File: config.mk
export PLATFORM = sky130hd
export DESIGN_NAME = serial_mag_comparator_flat
export DESIGN_NICKNAME = d
export VERILOG_FILES = /design/src/rtl/serial_mag_comparator_pkg.sv /design/src/rtl/serial_mag_comparator_if.sv /design/src/rtl/serial_mag_comparator_digit.sv /design/src/rtl/serial_mag_comparator.sv /design/src/flat_wrapper.sv
export SDC_FILE = /design/constraint.sdc
export NUM_CORES = 1
export LEC_CHECK = 0
export CELL_PAD_IN_SITES_DETAIL_PLACEMENT = 1
export CELL_PAD_IN_SITES_GLOBAL_PLACEMENT = 1
export CORE_UTILIZATION = 42
export DETAILED_ROUTE_END_ITERATION = 10
export GPL_TIMING_DRIVEN = 0
export PLACE_DENSITY_LB_ADDON = 0.3
export RECOVER_POWER = 50
export SLEW_MARGIN = 20
export SYNTH_ARGS = -nofsm -noshare
export SYNTH_HDL_FRONTEND = slang
export SYNTH_SLANG_ARGS = --single-unit
File: constraint.sdc
create_clock -name clk -period 2.97 [get_ports clk]
set_input_delay 0.4455 -clock clk [delete_from_list [all_inputs] [get_ports clk]]
set_output_delay 0.4455 -clock clk [all_outputs]
set_load 0.1 [all_outputs]
File: src/rtl/serial_mag_comparator_pkg.sv
// Shared types for the serial magnitude comparator: FSM states, decision codes
// and the slice-counter width helper.
package cmp_pkg;

  typedef enum logic [1:0] {
    IDLE,
    RUN,
    DONE
  } state_t;

  typedef enum logic [1:0] {
    EQ,
    AG,
    BG
  } dec_t;

  // Counter must hold WIDTH/DIGIT, the number of slices per comparison.
  function automatic int cnt_width(input int width, input int digit);
    return $clog2(width / digit + 1);
  endfunction

endpackage

File: src/rtl/serial_mag_comparator_if.sv
// Start/operand/result bundle of the serial magnitude comparator.
interface serial_mag_comparator_if #(
  parameter int WIDTH = 8
) ();

  logic             start;
  logic [WIDTH-1:0] a;
  logic [WIDTH-1:0] b;
  logic             busy;
  logic             done;
  logic             eq;
  logic             ag;
  logic             bg;

  modport master (output start, a, b, input busy, done, eq, ag, bg);
  modport slave  (input start, a, b, output busy, done, eq, ag, bg);

endinterface

File: src/rtl/serial_mag_comparator_digit.sv
// Combinational unsigned compare of one DIGIT-bit slice.
module digit_comparator #(
  parameter int DIGIT = 2
) (
  input  logic [DIGIT-1:0] a,
  input  logic [DIGIT-1:0] b,
  output logic             eq,
  output logic             ag,
  output logic             bg
);

  assign eq = (a == b);
  assign ag = (a > b);
  assign bg = (a < b);

endmodule

File: src/rtl/serial_mag_comparator.sv
// Serial unsigned magnitude comparator, DIGIT bits per cycle, MSB slice first.
// Define CMP_EARLY_EXIT_EN to finish as soon as the first differing slice is seen.
module serial_mag_comparator
  import cmp_pkg::*;
#(
  parameter int WIDTH = 8,
  parameter int DIGIT = 2
) (
  input logic                    clk,
  input logic                    rst,
  serial_mag_comparator_if.slave bus
);

  localparam int NSLICE = WIDTH / DIGIT;
  localparam int CW     = cnt_width(WIDTH, DIGIT);

  generate
    if (WIDTH < 2 || DIGIT < 1 || (WIDTH % DIGIT) != 0) begin : g_bad_param
      $error("serial_mag_comparator: WIDTH must be >= 2 and a multiple of DIGIT");
    end
  endgenerate

  state_t           state_reg;
  dec_t             dec_reg;
  dec_t             dec_next;
  logic [WIDTH-1:0] a_sh_reg;
  logic [WIDTH-1:0] b_sh_reg;
  logic [CW-1:0]    cnt_reg;
  logic             busy_reg;
  logic             done_reg;
  logic             eq_reg;
  logic             ag_reg;
  logic             bg_reg;

  logic slice_eq;
  logic slice_ag;
  logic slice_bg;
  logic run_last;

  digit_comparator #(.DIGIT(DIGIT)) u_digit (
    .a  (a_sh_reg[WIDTH-1 -: DIGIT]),
    .b  (b_sh_reg[WIDTH-1 -: DIGIT]),
    .eq (slice_eq),
    .ag (slice_ag),
    .bg (slice_bg)
  );

  // The first differing slice decides; later slices never override it.
  always_comb begin
    dec_next = dec_reg;
    if (dec_reg == EQ && !slice_eq) begin
      dec_next = slice_ag ? AG : BG;
    end
  end

`ifdef CMP_EARLY_EXIT_EN
  assign run_last = (cnt_reg == CW'(1)) || (dec_reg == EQ && slice_bg != slice_ag);
`else
  assign run_last = (cnt_reg == CW'(1));
`endif

  always_ff @(posedge clk or posedge rst) begin
    if (rst) begin
      state_reg <= IDLE;
      dec_reg   <= EQ;
      a_sh_reg  <= '0;
      b_sh_reg  <= '0;
      cnt_reg   <= '0;
      busy_reg  <= 1'b0;
      done_reg  <= 1'b0;
      eq_reg    <= 1'b0;
      ag_reg    <= 1'b0;
      bg_reg    <= 1'b0;
    end else begin
      case (state_reg)
        IDLE, DONE: begin
          done_reg <= 1'b0;
          if (bus.start) begin
            a_sh_reg  <= bus.a;
            b_sh_reg  <= bus.b;
            cnt_reg   <= CW'(NSLICE);
            dec_reg   <= EQ;
            state_reg <= RUN;
            busy_reg  <= 1'b1;
          end else begin
            state_reg <= IDLE;
            busy_reg  <= 1'b0;
          end
        end
        RUN: begin
          a_sh_reg <= a_sh_reg << DIGIT;
          b_sh_reg <= b_sh_reg << DIGIT;
          cnt_reg  <= cnt_reg - CW'(1);
          dec_reg  <= dec_next;
          if (run_last) begin
            // Results only change here, so they hold across the next run.
            state_reg <= DONE;
            busy_reg  <= 1'b0;
            done_reg  <= 1'b1;
            eq_reg    <= (dec_next == EQ);
            ag_reg    <= (dec_next == AG);
            bg_reg    <= (dec_next == BG);
          end
        end
        default: begin
          state_reg <= IDLE;
          busy_reg  <= 1'b0;
          done_reg  <= 1'b0;
        end
      endcase
    end
  end

  assign bus.busy = busy_reg;
  assign bus.done = done_reg;
  assign bus.eq   = eq_reg;
  assign bus.ag   = ag_reg;
  assign bus.bg   = bg_reg;

endmodule

File: src/flat_wrapper.sv
// flat-port wrapper written by rule: the top's interface ports become plain ports
module serial_mag_comparator_flat import cmp_pkg::*;
#(
  parameter int WIDTH = 8,
  parameter int DIGIT = 2
)
  (clk, rst, bus_start, bus_a, bus_b, bus_busy, bus_done, bus_eq, bus_ag, bus_bg);
  serial_mag_comparator_if #(.WIDTH(WIDTH)) bus_i ();
  input logic clk;
  input logic rst;
  input wire logic [$bits(bus_i.start)-1:0] bus_start;
  input wire logic [$bits(bus_i.a)-1:0] bus_a;
  input wire logic [$bits(bus_i.b)-1:0] bus_b;
  output wire logic [$bits(bus_i.busy)-1:0] bus_busy;
  output wire logic [$bits(bus_i.done)-1:0] bus_done;
  output wire logic [$bits(bus_i.eq)-1:0] bus_eq;
  output wire logic [$bits(bus_i.ag)-1:0] bus_ag;
  output wire logic [$bits(bus_i.bg)-1:0] bus_bg;
  assign bus_i.start = bus_start;
  assign bus_i.a = bus_a;
  assign bus_i.b = bus_b;
  assign bus_busy = bus_i.busy;
  assign bus_done = bus_i.done;
  assign bus_eq = bus_i.eq;
  assign bus_ag = bus_i.ag;
  assign bus_bg = bus_i.bg;
  serial_mag_comparator #(.WIDTH(WIDTH), .DIGIT(DIGIT)) u_core (.clk(clk), .rst(rst), .bus(bus_i));
endmodule
# Word-level counts from Yosys, hierarchy flattened
# Index checks and enable logic that the tools add are counted.
[word_totals] regBits=28 inputBits=19 word_cells=47
[op_classes] add_sub_neg=1 n_lt_le_gt_ge=1 n_eq_ne=8 muxes=18 n_reduce_logical=9
[op_table] operator="8-bit one-hot mux with 2 select lines" n=2
[op_table] operator="8-bit 2-to-1 mux" n=2
[op_table] operator="2-bit 2-to-1 mux" n=4
[op_table] operator="2-bit one-hot mux with 2 select lines" n=2
[op_table] operator="2-bit logical NOT" n=3
[op_table] operator="3-bit one-hot mux with 2 select lines" n=1
[op_table] operator="1-bit 2-to-1 mux" n=5
[op_table] operator="2-bit by 1-bit equality test with 1-bit output, second input constant" n=2
[op_table] operator="2-bit equality test, second input constant" n=2
[op_table] operator="2-bit AND reduction" n=2
[op_table] operator="3-bit by 1-bit equality test with 1-bit output, second input constant" n=1
[op_table] operator="3-bit 2-to-1 mux" n=1
[op_table] operator="3-bit by 1-bit subtractor with 3-bit output, second input constant" n=1
[op_table] operator="2-bit equality test" n=1
[op_table] operator="2-bit greater-than comparator" n=1
[op_table] operator="2-bit by 1-bit != test with 1-bit output, second input constant" n=1
[op_table] operator="2-bit != test, second input constant" n=1
[op_table] operator="1-bit one-hot mux with 2 select lines" n=1
[op_table] operator="2-bit nonzero test" n=1
[op_table] operator="2-bit OR reduction" n=1
[op_table] operator="1-bit logical AND" n=1
[op_table] operator="1-bit logical NOT" n=1

# Logic depth before layout (Yosys ltp)
# Gate-level depths: netlist of run 1.
[logic_depth] depth_word=5 mapped_depth=6 depth_no_buf=5

# Cells and area by module
# From an unflattened synthesis of run 1, not the netlist that was laid out.
[unflattened] hier_cells=122 hier_area_um2=1316.3
[modules_own_cells] module="serial_mag_comparator" instances=1 cells_per_inst=113 area_each_um2=1253.7
[modules_own_cells] module="digit_comparator" instances=1 cells_per_inst=9 area_each_um2=62.6

# Least setup slack after synthesis of run 1
# Ideal clock, no wire load.
[synth_timing] path_type="register to register" startpoint="register u_core.state_reg[1]" endpoint="register u_core.a_sh_reg[2]" setup_time_ns=0.121 t_arrival_ns=1.579 slack_ns=1.270 path_stages_with_launch=5 n_path_buf=1 synth_period_minus_slack_ns=1.700 cell_sequence="dfrtp_1 and2b_4 buf_4 nor3_1 nor2_1"
[synth_via] elab_chain_cells=4
[synth_lines] element="from (decl)" line_no="serial_mag_comparator.sv:23" rtl="state_t state_reg;"
[synth_lines] element="from (signal assigned)" line_no="serial_mag_comparator.sv:64" rtl="state_reg <= IDLE;"
[synth_lines] element="from (signal assigned)" line_no="serial_mag_comparator.sv:83" rtl="state_reg <= RUN;"
[synth_lines] element="from (signal assigned)" line_no="serial_mag_comparator.sv:86" rtl="state_reg <= IDLE;"
[synth_lines] element="2-bit equality test / 2-bit logical NOT (equally long branches)" line_no="serial_mag_comparator.sv:75" rtl="case (state_reg)"
[synth_lines] element="2-bit OR reduction" line_no="serial_mag_comparator.sv:75"
[synth_lines] element="2-bit != test (no source line) / 2-bit nonzero test (equally long branches)"
[synth_lines] element="2-bit AND reduction (no source line)"
[synth_lines] element="to (signal assigned)" line_no="serial_mag_comparator.sv:79" rtl="a_sh_reg <= bus.a;"
[synth_lines] element="to (signal assigned)" line_no="serial_mag_comparator.sv:91" rtl="a_sh_reg <= a_sh_reg << DIGIT;"
[synth_lines] element="to (decl)" line_no="serial_mag_comparator.sv:26" rtl="logic [WIDTH-1:0] a_sh_reg;"
# Parallel ways exist; a longest one is shown, timed or not.
# A chain may end at the register's enable or synchronous reset.

==> impl_results.md, run 1 <==
* Status: complete, no violations
* Main synth FF type: dfrtp_1
* Top post-synthesis cells by count: dfrtp_1 (27), nor2_1 (14), o22ai_1 (12)
* Row cnt at 19
* TritonCTS Sinks at 27
* Data required, critical path at approximately 2.5 ns
* Worst Hold Margin at approximately 0.51 ns
* Top Ports at 24
* GRT Resource Usage Total at 0.211
* Cts bufs inserted at 3
* Detailed-route wire length per cell at 17.0 um
* Clk_lat worst skew at 0.34 ns
* Fmax achieved at around 430 MHz
* Grt ovf at 0
* # H-tree levels at 1
* # DRC at 0
* Number of diodes at 0
* Resize count post-CTS at 0
* Tightest Pin Transition at 0.964 ns
* Worst setup path category: reg -> out
* P_leak at 0.690 nW
* Clock-pin slew on the worst setup and hold paths at around 0.14 ns
* Worst path max stage delay at 1.15 ns
* Synth top area share at 0.544
* Critical Path Sink: bus_done
* Initial antenna violation count at 0
* Dpl cell area at between 1500 and 2000 um^2
* Comb pwr share at 0.565
* Final instance area at between 1500 and 2000 um^2
* Final slew viol count at 0
* Starting Density at 0.447
* Levels on crit path at 1
* Sequential fraction of the synthesis area at 0.544
* Longest Clk Path Bufs at 2
* Count leader, synth: dfrtp_1
* Post-Synthesis Cells at 118
* Reg2reg path depth at 4
* Design Power at 1.90 mW
* Core area at ~2800 um^2
* Final Util at 0.551
* Slowest library cell on the worst path: clkdlybuf4s50_1
* Reg2reg start: u_core.b_sh_reg[6]
* Drt pass-1 iters at 4
* R2r setup slk at 1.50 ns
* Number of flops mapped to enable cells by yosys at 0
* Syn Nets at 141
* Asr flop ratio synth at 1.00
* Crit path time final at 2.35 ns
* Flops & latches, synth at 27
* Largest net degree at the start of global routing at 28
* Number of hold buffers added after CTS at 0
* Fin nets at 169
* Cell Area, Synth at 1240 um^2
* PD cells at 1240 nW/um^2
* Placed insts at 172
* Clock skew at roughly 0.0095 ns
* CTS tree: yes
* Clock root cell: clkbuf_4
* Final Worst Setup Slack at 0.620 ns
* Hold/Removal Path Class: reg -> reg
* Cell internal pwr at ~1000 uW
* Final-report setup violation count at 0
* Cell family contributing the most delay on the critical path: buffers and inverters
* DIE AREA at about 3200 um^2
* Switching share of power at 0.475
* Synthesis-to-layout area growth at 23.4%
* Reg power frac at 0.348
* First-pass GRT wire length at ~5.0 mm
* Die height at about 56 um
* 1st-iter DRT viols at 22
* DP Worst Slack at 0.996 ns
* Critical path arrival at 1.90 ns
* Final hold violation count at 0
* Ratio of cells with drive above 1 in the final layout at 0.0828
* WP buf/inv at 1
* Via count at 1007
* Setup TNS at 0 ns
* Die Span X at 56.4 um
* Fillers at 318
* CP startpoint: u_core.state_reg[1]
* Placer Congestion at around 0.72
* Clk pwr share at 0.087
* Vias in the first global route at 1136
* Setup bufs post-CTS at 0
* Top post-synthesis cells by area: dfrtp_1 (54%), o22ai_1 (6.0%), nor2_1 (4.2%)
* Switching power total at 900 uW
* Worst r2r dst: u_core.dec_reg[1]
* Critical Path Fanout Max at 4
* Yosys top cell by area: dfrtp_1
* Max cap viols at 0
* Slew HR at 0.355
* PortBufs at 23
* Synth warn at 0
* DP Wirelength at 2.22 mm
* Antenna violation net count after detailed routing at 0
* Crit path launch type: flip-flop
* Crit. End Element: primary output
* Non-filler cells, final at around 180
* Mean Syn Cell Area at 10.5 um^2
* Routed WL at 2.99 mm
* Synth unique cells at 25
* Max IR drop VDD at 0.00109 V
* RSZ-0062 raised after global routing: no
* Period utilisation layout at 0.791
* DR vias/cell at 5.72
* CP Cell Sequence: clkdlybuf4s50_1
worst reg2reg max path: stages (launching register included):
cell and delay [ns]:
dfrtp_1 0.43, ha_1 0.33, nand2b_1 0.16, a2bb2oi_1 0.30, o211a_1 0.19
kinds of logic (layout without fill, tap and decap cells):
kind of cell    count (synthesis)  count (layout)  share of synthesized area
compound gates                 30              30                      0.171
simple gates                   43              43                      0.176
flops                          27              27                      0.544
buf+inv                        14              41                     0.0685
fa+ha+maj                       4               4                     0.0403
power groups by stage:
stage / Combinational (mW) / Sequential [mW] / Clock [mW]
2_1_floorplan: 0.617 / 0.840 / 0
3_3_place_gp: 1.01 / 0.651 / 0
3_5_place_dp: 1.08 / 0.668 / 0
4_1_cts: 1.09 / 0.661 / 0.166
5_1_grt: 1.17 / 0.682 / 0.179
6_report: 1.07 / 0.661 / 0.165
how the worst min path moves through the flow:
| stage | startpoint | to | cells past startpoint |
|---|---|---|---|
| after CTS | u_core.bus.ag | u_core.bus.ag | 2 |
| after global placement | u_core.bus.ag | u_core.bus.ag | 2 |
| after global routing | u_core.bus.eq | u_core.bus.eq | 2 |
| after floorplan | u_core.cnt_reg[2] | u_core.cnt_reg[2] | 1 |
| final | u_core.bus.ag | u_core.bus.ag | 2 |
| after detailed placement | u_core.b_sh_reg[0] | u_core.b_sh_reg[0] | 1 |
placed cells by master, fill, tap and decap left out, drive strengths merged, types with 2 or more instances in the layout:
master,Yosys,final
o31ai,2,2
a22o,5,5
nand2,7,7
dfrtp,27,27
o21ai,4,4
nor2b,2,2
nand3,2,2
nand2b,4,4
nor3,10,10
clkdlybuf4s50,0,22
inv,7,6
nor2,15,15
o22ai,12,12
buf,7,5
and2b,2,2
a21oi,3,3
ha,4,4
clkbuf,0,6
area by class of cell:
| cell class | instances | area, um^2 | share of cell area |
|---|---|---|---|
| sequential | 27 | 676 | 0.441 |
| timing repair buffer | 23 | 230 | 0.150 |
| multi-input combinational | 77 | 482 | 0.314 |
| tap | 31 | 38.8 | 0.0253 |
| inverter | 7 | 26.3 | 0.0171 |
| clock buffer | 4 | 26.3 | 0.0171 |
| buffer | 7 | 53.8 | 0.0351 |
metal layers:
layer  GRT usage  up-vias  share of wire  wire [um]
met5           0        -              0          0
met4       0.125        0          0.029         86
met3      0.0369       11          0.036        108
met2       0.374       23           0.53       1580
met1       0.236      497           0.41       1220
li1            -      476              -          -
Note: power is estimated with default switching activity, not from simulation.
==> inputs of run 2 (changes only) <==
--- a/config.mk
+++ b/config.mk
@@ -7,7 +7,7 @@
 export LEC_CHECK = 0
 export CELL_PAD_IN_SITES_DETAIL_PLACEMENT = 1
 export CELL_PAD_IN_SITES_GLOBAL_PLACEMENT = 1
-export CORE_UTILIZATION = 42
+export CORE_UTILIZATION = 35
 export DETAILED_ROUTE_END_ITERATION = 10
 export GPL_TIMING_DRIVEN = 0
 export PLACE_DENSITY_LB_ADDON = 0.3
==> constraint.sdc (replaced) <==
create_clock -name clk -period 1.94 [get_ports clk]
set_input_delay 0.291 -clock clk [delete_from_list [all_inputs] [get_ports clk]]
set_output_delay 0.291 -clock clk [all_outputs]
set_load 0.1 [all_outputs]
==> impl_results.md, run 2 (synthesis results as in run 1) <==
* Status: complete, no violations
* Final Worst Setup Slack at roughly 0.092 ns
* Grt ovf at 0
* # H-tree levels at 1
* Slew HR at 0.327
* PortBufs at 23
* Setup TNS at 0 ns
* Max IR drop VDD at 0.000597 V
* Crit path launch type: flip-flop
* Critical Path Fanout Max at 2
* DP Wirelength at 2.12 mm
* P_leak at 0.713 nW
* Clock skew at 0.0102 ns
* Placer Congestion at 0.707
* Setup bufs post-CTS at 0
* GRT Resource Usage Total at 0.177
* PD cells at 1830 nW/um^2
* Final hold violation count at 0
* Synthesis-to-layout area growth at 23.9%
* Vias in the first global route at 1025
* Drt pass-1 iters at 4
* WP buf/inv at 1
* Non-filler cells, final at 191
* DR vias/cell at 5.13
* Crit path time final at ~1.8 ns
* Cts bufs inserted at 3
* Data required, critical path at 1.65 ns
* Multi-input combinational cell area at 474 um^2
* Tightest Pin Transition at 1.01 ns
* Via count at 980
* Starting Density at 0.369
* Fillers at 414
* Max cap viols at 0
* DP Worst Slack at 0.125 ns
* Clock-pin slew on the worst setup and hold paths at ~0.15 ns
* First-pass GRT wire length at 4.77 mm
* Register Area at 676 um^2
* Clk_lat worst skew at 0.32 ns
* Commonest non-fill, non-tap cell in the layout: dfrtp_1
* Top Ports at 24
* Longest Clk Path Bufs at 2
* DIE AREA at 3790 um^2
* Worst setup path category: reg -> out
* Placed insts at 187
* Detailed-route wire length per cell at 15.0 um
* Period utilisation layout at 0.953
* 1st-iter DRT viols at 21
* Core area at between 3000 and 4000 um^2
* TritonCTS Sinks at 27
* Fmax achieved at ~540 MHz
* Ratio of cells with drive above 1 in the final layout at 0.0966
* # DRC at 0
* Critical path arrival at 1.56 ns
* Hold/Removal Path Class: reg -> reg
* Number of hold buffers added after CTS at 0
* Crit. End Element: primary output
* Initial antenna violation count at 0
* Final-report setup violation count at 0
* Largest net degree at the start of global routing at 28
* Die height at between 60 and 70 um
* Die Span X at 61.6 um
* Worst Hold Margin at 0.491 ns
* Row cnt at 21
* Routed WL at around 2.9 mm
* Number of diodes at 0
* CP Cell Sequence: dlygate4sd2_1
* Commonest cells after routing, fill and taps aside: dfrtp_1 (27), clkdlybuf4s50_1 (17), nor2_1 (15)
* Design Power at roughly 2.8 mW
* CTS tree: yes
* RSZ-0062 raised after global routing: no
* Final slew viol count at 0
* Clock root cell: clkbuf_4
* Slowest library cell on the worst path: dlygate4sd2_1
* Cell family contributing the most delay on the critical path: buffers and inverters
* Worst path max stage delay at 0.85 ns
* Antenna violation net count after detailed routing at 0
* Fin nets at around 170
-- run 2: per-stage QoR --
stage	util	cell area, um^2
after global routing	0.458	1540
after floorplan	-	1240
after global placement	0.455	1530
final	0.458	1540
after CTS	0.461	1550
after detailed placement	0.455	1530
-- run 2: report_power, final --
part | switching [mW] | leakage (nW) | internal (mW)
registers | 0.175 | 0.333 | 0.828
logic | 0.983 | 0.362 | 0.588
clock network | 0.164 | 0.0177 | 0.0772
-- run 2: worst paths after layout --
| kind | start | end | slack (ns) | cells after the start |
|---|---|---|---|---|
| worst max-delay path | u_core.bus.bg | bus_bg | 0.09 | 1 |
| worst min-delay path | u_core.bus.eq | u_core.bus.eq | 0.49 | 2 |
| worst max register to register | u_core.state_reg[0] | u_core.b_sh_reg[0] | 0.46 | 3 |
| worst min register to register | u_core.bus.eq | u_core.bus.eq | 0.49 | 2 |
| max in group asynchronous | rst | u_core.b_sh_reg[0] | 0.70 | 2 |
| min in group asynchronous | rst | u_core.a_sh_reg[0] | 0.63 | 2 |
-- run 2: what timing repair did --
item,CTS,global route
resized for setup,5,2
setup endpoints to repair,5,1
endpoints found under the hold margin,0,0
-- run 2: worst register-to-register path: cells and delay by family (launching register included) --
family	cells	cell delay [ns]
and+or+nand+nor	2	0.73
AOI/OAI and AO/OA	1	0.23
DFF	1	0.45
-- run 2: cell type report --
type,count,area share
Sequential cell,27,0.439
Tap cell,46,0.0374
Clock inverter,1,0.00325
Buffer,7,0.0374
Timing Repair Buffer,23,0.143
Clock buffer,3,0.0146
Multi-Input combinational cell,77,0.308
Inverter,7,0.0171
-- run 2: routing by layer --
metal,track usage,up-vias,routed length [um]
met1,0.210,490,1270
met3,0.0462,2,112
met4,0.0540,0,19
met2,0.310,19,1470
met5,0,-,0
li1,-,469,-
==> inputs of run 3 (changes only) <==
--- a/config.mk
+++ b/config.mk
@@ -10,7 +10,7 @@
 export CORE_UTILIZATION = 35
 export DETAILED_ROUTE_END_ITERATION = 10
 export GPL_TIMING_DRIVEN = 0
-export PLACE_DENSITY_LB_ADDON = 0.3
+export PLACE_DENSITY_LB_ADDON = 0.1
 export RECOVER_POWER = 50
 export SLEW_MARGIN = 20
 export SYNTH_ARGS = -nofsm -noshare
==> impl_results.md, run 3 (synthesis results as in run 1) <==
* Largest net degree at the start of global routing at 28
* Tightest Pin Transition at 1.02 ns
* Max cap viols at 0
* # DRC at 0
* Die height at 61.6 um
* GRT Resource Usage Total at 0.176
* Fmax achieved at 541 MHz
* Clk_lat worst skew at 0.32 ns
* Placer Congestion at 0.697
* Clock root cell: clkbuf_4
* DR vias/cell at just over 5
* PD cells at 1820 nW/um^2
* Top Ports at 24
* Vias in the first global route at 988
* Grt ovf at 0
* P_leak at 0.710 nW
* Die Span X at slightly above 60 um
* Commonest non-fill, non-tap cell in the layout: dfrtp_1
* Longest Clk Path Bufs at 2
* Detailed-route wire length per cell at 14.7 um
* CP Cell Sequence: dlygate4sd2_1
* Final-report setup violation count at 0
* TritonCTS Sinks at 27
* Number of hold buffers added after CTS at 0
* Crit path time final at 1.85 ns
* Setup TNS at 0 ns
* Initial antenna violation count at 0
* Slew HR at 0.320
* Starting Density at 0.369
* Cts bufs inserted at 3
* Dpl cell area at 1530 um^2
* DP Wirelength at 2.07 mm
* Crit path launch type: flip-flop
* First-pass GRT wire length at 4.77 mm
* Clock skew at 0.00194 ns
* DP Worst Slack at 0.130 ns
* Final instance area at 1540 um^2
* Antenna violation net count after detailed routing at 0
* Core area at 3360 um^2
* Final Util at 0.459
* Number of diodes at 0
* CTS tree: yes
* Row cnt at 21
* 1st-iter DRT viols at 39
* Drt pass-1 iters at 4
* Period utilisation layout at 0.953
* Hold/Removal Path Class: reg -> reg
* Ratio of cells with drive above 1 in the final layout at 0.0966
* PortBufs at 23
* Final hold violation count at 0
* Routed WL at 2.81 mm
* Clock-pin slew on the worst setup and hold paths at 0.15 ns
* Status: complete, no violations
* Met3 Usage GRT at 0.0189
* Worst setup path category: reg -> out
* DIE AREA at around 3800 um^2
* Setup bufs post-CTS at 0
* Slowest library cell on the worst path: dlygate4sd2_1
* Non-filler cells, final at 191
* Final Worst Setup Slack at 0.0905 ns
* WP buf/inv at 1
* Fin nets at roughly 170
* Synthesis-to-layout area growth at 24.2%
* Critical Path Fanout Max at 2
* Crit. End Element: primary output
* RSZ-0062 raised after global routing: no
* Resize count post-CTS at 5
* Cell family contributing the most delay on the critical path: buffers and inverters
* # H-tree levels at 1
* Max IR drop VDD at 0.000583 V
* Final slew viol count at 0
* Data required, critical path at about 1.7 ns
* Commonest cells after routing, fill and taps aside: dfrtp_1 (27), clkdlybuf4s50_1 (17), nor2_1 (14)
* Met1 Use GR at 0.241
* GR peak layer: met2
* Via count at 962
* Met2 Track Usage GR at 0.290
* Placed insts at roughly 190
* Worst path max stage delay at approximately 0.86 ns
* Critical path arrival at 1.56 ns
-- run 3: cell types whose count changed in the layout (fill, tap and decap cells not counted), sizes merged --
cell,before,now
buf,6,5
clkbuf,5,6
-- run 3: metal layers --
layer / wire (um) / part of all wire
met1: 1320 / 0.47
met2: 1380 / 0.49
met3: 71 / 0.025
met4: 36 / 0.013
met5: 0 / 0
-- run 3: final timing paths --
check / slack [ns] / to / cells past startpoint / from
hold reg to reg: 0.50 / u_core.bus.eq / 2 / u_core.bus.eq
hold / removal: 0.50 / u_core.bus.eq / 2 / u_core.bus.eq
min in group asynchronous: 0.63 / u_core.b_sh_reg[7] / 2 / rst
setup / recovery: 0.09 / bus_bg / 1 / u_core.bus.bg
setup reg to reg: 0.52 / u_core.dec_reg[1] / 4 / u_core.b_sh_reg[6]
max in group asynchronous: 0.70 / u_core.bus.bg / 2 / rst
-- run 3: per-stage QoR --
stage | power, mW | hold slack (ns)
4_1_cts | 2.87 | 0.510
3_3_place_gp | 2.57 | 0.460
6_report | 2.80 | 0.499
2_1_floorplan | 2.23 | 0.344
3_5_place_dp | 2.64 | 0.482
5_1_grt | 3.07 | 0.535
-- run 3: power by group --
group          leakage (nW)  switching, mW  internal (mW)
logic                 0.360          0.976          0.581
registers             0.333          0.174          0.828
clock network        0.0177          0.168         0.0773
-- run 3: final cells by class --
type                       instances  area (um^2)
buffer                             7         53.8
clock buffer                       3         22.5
clock inverter                     1         5.00
fill                             418         1820
inverter                           7         26.3
multi-input combinational         77          482
sequential                        27          676
tap                               46         57.6
timing repair buffer              23          220
